**config.mk**
```make
export PLATFORM = sky130hd
export DESIGN_NAME = sipo_deserializer
export DESIGN_NICKNAME = d
export VERILOG_FILES = /design/src/rtl/sipo_pkg.sv /design/src/rtl/sipo_shift_reg.sv /design/src/rtl/sipo_deserializer.sv
export SDC_FILE = /design/constraint.sdc
export NUM_CORES = 1
export LEC_CHECK = 0
export BUFFER_PORTS_ARGS = -buffer_cell sky130_fd_sc_hd__buf_2
export CAP_MARGIN = 30
export CORE_ASPECT_RATIO = 0.9
export CORE_MARGIN = 5
export CORE_UTILIZATION = 50
export DETAILED_ROUTE_END_ITERATION = 6
export PLACE_DENSITY = 0.87
export REMOVE_ABC_BUFFERS = 1
export SLEW_MARGIN = 0
export SYNTH_ARGS = -nofsm -noshare
export SYNTH_HDL_FRONTEND = slang
export SYNTH_SLANG_ARGS = --single-unit
```
**constraint.sdc**
```tcl
create_clock -name clk -period 1.8 [get_ports clk]
set_clock_uncertainty 0.05 [all_clocks]
set_input_delay 0.09 -clock clk [delete_from_list [all_inputs] [get_ports clk]]
set_output_delay 0.09 -clock clk [all_outputs]
set_load 0.005 [all_outputs]
```
**src/rtl/sipo_pkg.sv**
```systemverilog
// Shared constants, counter-width helper and holding-register state for sipo_deserializer.
package sipo_pkg;

  localparam int SIPO_WIDTH = 8;

  // Counter must hold 0..WIDTH so the parity build can count the extra bit.
  function automatic int cnt_w(input int width);
    return $clog2(width + 1);
  endfunction

  typedef enum logic {
    S_EMPTY = 1'b0,
    S_FULL  = 1'b1
  } hold_state_e;

endpackage

```
**src/rtl/sipo_shift_reg.sv**
```systemverilog
// WIDTH-bit serial shift register; d_next is the value loaded on the next edge.
module sipo_shift_reg
  import sipo_pkg::*;
#(
  parameter int WIDTH     = SIPO_WIDTH,
  parameter bit MSB_FIRST = 1'b1
) (
  input  logic             clk,
  input  logic             rst_n,
  input  logic             shift_en,
  input  logic             ser_in,
  output logic [WIDTH-1:0] d_next
);

  logic [WIDTH-1:0] q;

  always_comb begin
    // NOTE: default assignment first so every path drives d_next and no latch is inferred.
    d_next = q;
    if (shift_en) begin
      if (MSB_FIRST) d_next = {q[WIDTH-2:0], ser_in};
      else           d_next = {ser_in, q[WIDTH-1:1]};
    end
  end

  // NOTE: non-blocking so every flop samples its pre-edge inputs regardless of block order.
  always_ff @(posedge clk or negedge rst_n) begin
    if (!rst_n) q <= '0;
    else        q <= d_next;
  end

endmodule

```
**src/rtl/sipo_deserializer.sv**
```systemverilog
// Serial-in/parallel-out deserializer with valid/ready output and serial backpressure.
// Optional even-parity checking is built when SIPO_PARITY_EN is defined (adds par_err).
module sipo_deserializer
  import sipo_pkg::*;
#(
  parameter int WIDTH     = SIPO_WIDTH,
  parameter bit MSB_FIRST = 1'b1
) (
  input  logic                     clk,
  input  logic                     rst_n,
  input  logic                     ser_in,
  input  logic                     ser_valid,
  output logic                     ser_ready,
  output logic [WIDTH-1:0]         par_out,
  output logic                     par_valid,
  input  logic                     par_ready,
`ifdef SIPO_PARITY_EN
  output logic                     par_err,
`endif
  output logic [cnt_w(WIDTH)-1:0]  bit_cnt
);

  localparam int CW = cnt_w(WIDTH);
`ifdef SIPO_PARITY_EN
  localparam int LAST = WIDTH;
`else
  localparam int LAST = WIDTH - 1;
`endif
  localparam logic [CW-1:0] LAST_CNT = CW'(LAST);

  hold_state_e      state;
  logic [WIDTH-1:0] word_next;
  logic             at_last;
  logic             accept;
  logic             complete;
  logic             shift_en;
  logic             pop;

  assign at_last   = (bit_cnt == LAST_CNT);
  assign par_valid = (state == S_FULL);
  assign pop       = par_valid && par_ready;
  // Only the word-completing bit can stall, so a held word is never overwritten.
  assign ser_ready = !(at_last && par_valid && !par_ready);
  assign accept    = ser_valid && ser_ready;
  assign complete  = accept && at_last;

`ifdef SIPO_PARITY_EN
  // The parity bit is not data: freezing the shifter leaves d_next equal to the full word.
  assign shift_en = accept && !at_last;
`else
  assign shift_en = accept;
`endif

  sipo_shift_reg #(
    .WIDTH     (WIDTH),
    .MSB_FIRST (MSB_FIRST)
  ) u_shift_reg (
    .clk      (clk),
    .rst_n    (rst_n),
    .shift_en (shift_en),
    .ser_in   (ser_in),
    .d_next   (word_next)
  );

  always_ff @(posedge clk or negedge rst_n) begin
    if (!rst_n) begin
      bit_cnt <= '0;
      par_out <= '0;
      state   <= S_EMPTY;
`ifdef SIPO_PARITY_EN
      par_err <= 1'b0;
`endif
    end else begin
      if (accept) bit_cnt <= complete ? '0 : bit_cnt + CW'(1);

      // A completion on the same edge as a pop reloads the holding register with no bubble.
      if (complete) begin
        par_out <= word_next;
        state   <= S_FULL;
`ifdef SIPO_PARITY_EN
        par_err <= ^{word_next, ser_in};
`endif
      end else if (pop) begin
        state <= S_EMPTY;
      end
    end
  end

endmodule

```
; ---- After elaboration in Yosys (flattened, before gate mapping)
; Cells that the tools add are included.
; Widths: inputs -> output; s select.
[totals]
output_inout_bits = 14
reg_bits = 21
[classes]
muxes = 4
eq_ne = 1
n_addsub = 1
n_reduce_logical = 8
[ops]
columns = operator, count
row1 = $mux 8, 1
row2 = $logic_and 1x1->1, 5
row3 = $add 4x1->4 const B, 1
row4 = $eq 4x3->1 const B, 1
row5 = $mux 4, 1
row6 = $logic_not 1->1, 2
row7 = $mux 1, 2
row8 = $reduce_bool 2->1, 1

; ---- Depth between registers and ports, before layout
[depth]
ltp_word = 7
mapped_depth = 5
ltp_nobuf = 4

; ---- Hierarchy
; From an unflattened synthesis, not the netlist that was laid out.
[unflattened]
cells_unflattened = 56
hier_area_um2 = 920.9
[by_module_without_submodules]
columns = module, seq_area_each_um2, area_per_inst_um2, cells_per_inst, instances
row1 = sipo_deserializer, 325.3, 589.3, 39, 1
row2 = sipo_shift_reg, 200.2, 331.6, 17, 1

; ---- Worst setup path before layout
; No wires, ideal clock.
[synth_path]
path_kind = flip-flop to flip-flop
from = reg bit_cnt[0]
to = reg par_out[0]
slack_ps = 74
arrival_time_ps = 1551
setup_time_ps = 125
required_time_ps = 1625
stages_incl_launch_ff = 6
period_less_slack_ps = 1726
path_cell_list = dfrtp_1 ha_1 nand3b_4 or3b_1 buf_6 mux2_4
[synth_between]
elab_chain_cells = 6
elab_cells_between_ends = 7
cone_classes = eq/ne: 1 / mux: 1 / reduce/logical: 5
[synth_lines]
columns = element, line
row1 = from (decl), sipo_deserializer.sv:20  ; output logic [cnt_w(WIDTH)-1:0] bit_cnt
row2 = from (signal assigned), sipo_deserializer.sv:74  ; if (accept) bit_cnt <= complete ? '0 : bit_cnt + CW'(1);
row3 = $eq 4x3->1 *, sipo_deserializer.sv:39  ; assign at_last = (bit_cnt == LAST_CNT);
row4 = $logic_and 1x1->1 (2 in series), sipo_deserializer.sv:43  ; assign ser_ready = !(at_last && par_valid && !par_ready);
row5 = $logic_not 1->1, sipo_deserializer.sv:43
row6 = $logic_and 1x1->1, sipo_deserializer.sv:44  ; assign accept = ser_valid && ser_ready;
row7 = $mux 8 or $logic_and 1x1->1 (tied branches), "sipo_shift_reg.sv:20, sipo_deserializer.sv:45"
row8 = to (signal assigned), sipo_deserializer.sv:78  ; par_out <= word_next;
row9 = to (decl), sipo_deserializer.sv:14  ; output logic [WIDTH-1:0] par_out,
; Mark *: on every way between the ends. The rest lies on a longest branch, timed or not.
; A chain may end at the register's enable or synchronous reset.

; ---- Worst setup path after layout
[layout_path]
from = reg bit_cnt[0]
to = reg par_out[1]
; The elaborated chain is that of the path after synthesis.

==> metrics.txt <==
initial antenna violation count 0; top-level I/O count 19; # setup viols final 0; max_slew headroom 70.6%; port bufs 18; dpl hpwl 1110 um; number of global-route vias before repair 578; max_cap viols 0; fmax 0.585 GHz; count leader, synth dfrtp_1; Post-synth EDFFs 0; DRC 0; total CTS buffers 3; antenna viol nets, final 0; asr flop ratio synth 100%; post-synth top area cell dfrtp_1; Worst EP arrival 1.86 ns; critical path's top delay family simple AND/OR/NAND/NOR gates; critical path, cell by cell ha_4, nand3b_4, or3b_1, buf_4, mux2_4; Row Count 14; critical path class register to register; worst skew pair latency 0.31 ns; library cells used by synthesis 19; overall power 1.82 mW; die width 53.4 um; post-layout instance area 0.00107 sq mm; Fin. Hold Viols 0; Lkg Pwr 0.539 nW; #FFs+latches synth 20; CP Buf/Inv Count 1; post-synthesis sequential area ratio 59.2%; peak supply drop 1270 uV; clk sinks 20; Slew @ Worst Pin 0.441 ns; mapped cell area 846 sq um; top cell type's share of synthesized area 59.2%; grt ovf 0; Avg Inst Size Synth 15.7 sq um; Layout area overhead 26.8%; core area 0.00165 sq mm; Worst Hold Class primary input to register; clock root buffer clkbuf_4; DRT Pass-1 Iters 4; die footprint 0.00262 sq mm; final WL 1530 um; Synth area leaders dfrtp_1, mux2_4, mux2_2; Max clock buf depth 2; Die H 49.0 um; Fin Setup TNS 0 ns; CP Max Fanout 5; Startpoint Class register; Mapped Cells 54; vias per std cell 5.12; number of fill cells 139; share of cells above drive strength 1 58.0%; TritonCTS clock tree yes; Worst Path Required 1.95 ns; placed cell area 987 sq um; RSZ-0062 raised after global routing no; top_reg_cell synth dfrtp_1; GRT Util Overall 14.2%; clock slew at reported path FFs 0.11 ns; gpl congestion 0.757; max-slew violations 0; final net count 88; Tmin final 1.71 ns; fin crit share 95.0%; Worst path max stage delay 0.41 ns; YS warnings 0; PD cells 1700 mW/mm^2; Critical Path Sink Type register; first-pass GRT wire length 2620 um; CP max stage cell dfrtp_1; Antenna diodes 0; commonest cells in the netlist dfrtp_1, mux2_2, mux2_4; Finished Core Util 65.1%; routed wire length per instance 14.6 um; DR vias 538; status finished clean; pin count of the biggest net entering global routing 21; Initial Util 51.4%; htree depth 1; initial DRC count 6
final cells by class:
class,instances,area (sq um),area share (%)
Clock inverter,1,30.0,2.80
Inverter,1,3.75,0.350
Sequential cell,20,500,46.7
Clock buffer,3,22.5,2.10
Tap cell,24,30.0,2.80
Multi-Input combinational cell,31,338,31.5
Timing Repair Buffer,25,148,13.8
worst paths after layout:
check	from	endpoint	slack (ns)	cells past startpoint
worst max-delay path	bit_cnt[0]	par_out[1]	0.09	5
worst min-delay path	ser_valid	bit_cnt[2]	0.01	2
worst max register to register	bit_cnt[0]	par_out[1]	0.09	5
worst min register to register	par_out[6]	par_out[6]	0.47	1
max in group asynchronous	rst_n	bit_cnt[2]	1.22	2
min in group asynchronous	rst_n	u_shift_reg.q[2]	0.18	2
worst reg2reg max path, cell delays in order (launching register included):
cell and delay (ns):
dfrtp_1 0.41, ha_4 0.18, nand3b_4 0.09, or3b_1 0.39, buf_4 0.19, mux2_4 0.30
flip-flops by register name, indices dropped and copies added, names as in the netlist:
signal	flops
bit_cnt	4
par_out	8
par_valid	1
u_shift_reg.q	7
metrics by stage:
step | worst slack (ns) | instances | hold WS [ns]
after global routing | 0.0292 | 105 | 0.0220
after floorplan | -0.0224 | 52 | -0.256
after global placement | 0.0962 | 99 | -0.00139
final | 0.0903 | 105 | 0.00979
after detailed placement | 0.0483 | 99 | 0.00116
after CTS | 0.0344 | 105 | 0.00346
power breakdown:
part	switching [mW]	internal, mW
clock network	0.146	0.225
logic	0.240	0.423
registers	0.143	0.642
routing by layer:
metal / up-vias / part of all wire [%] / global-route usage [%]
met5: - / 0 / 0
met3: 6 / 5.0 / 3.67
li1: 249 / - / -
met2: 16 / 45 / 19.4
met1: 267 / 45 / 17.5
met4: 0 / 4.6 / 13.2
layout by cell type, fill, tap and decap left out, drive strengths merged:
master and count:
nand4 1, nand2 1, nand2b 1, o21ai 1, ha 1, dlygate4sd3 2
mux2 16, bufinv 1, a31oi 2, clkbuf 3, inv 1, buf 23
or3b 1, nand3b 1, a21oi 2, nor3 1, dfrtp 20, or2 1
o21a 1, a21o 1
repair_timing:
action | CTS | global route
gates resized for setup | 0 | 2
endpoints found under the hold margin | 22 | 0
endpoints found under the setup margin | 0 | 8
hold buffers | 2 | 0
setup buffers | 0 | 0
cells by family after synthesis:
| logic type | synth area share [%] |
|---|---|
| muxes | 24.9 |
| adders and majority gates | 1.48 |
| DFF | 59.2 |
| buffers and inverters | 2.37 |
| AOI/OAI and AO/OA | 5.47 |
| and+or+nand+nor | 6.66 |
Power figures use the tool's default switching activity.
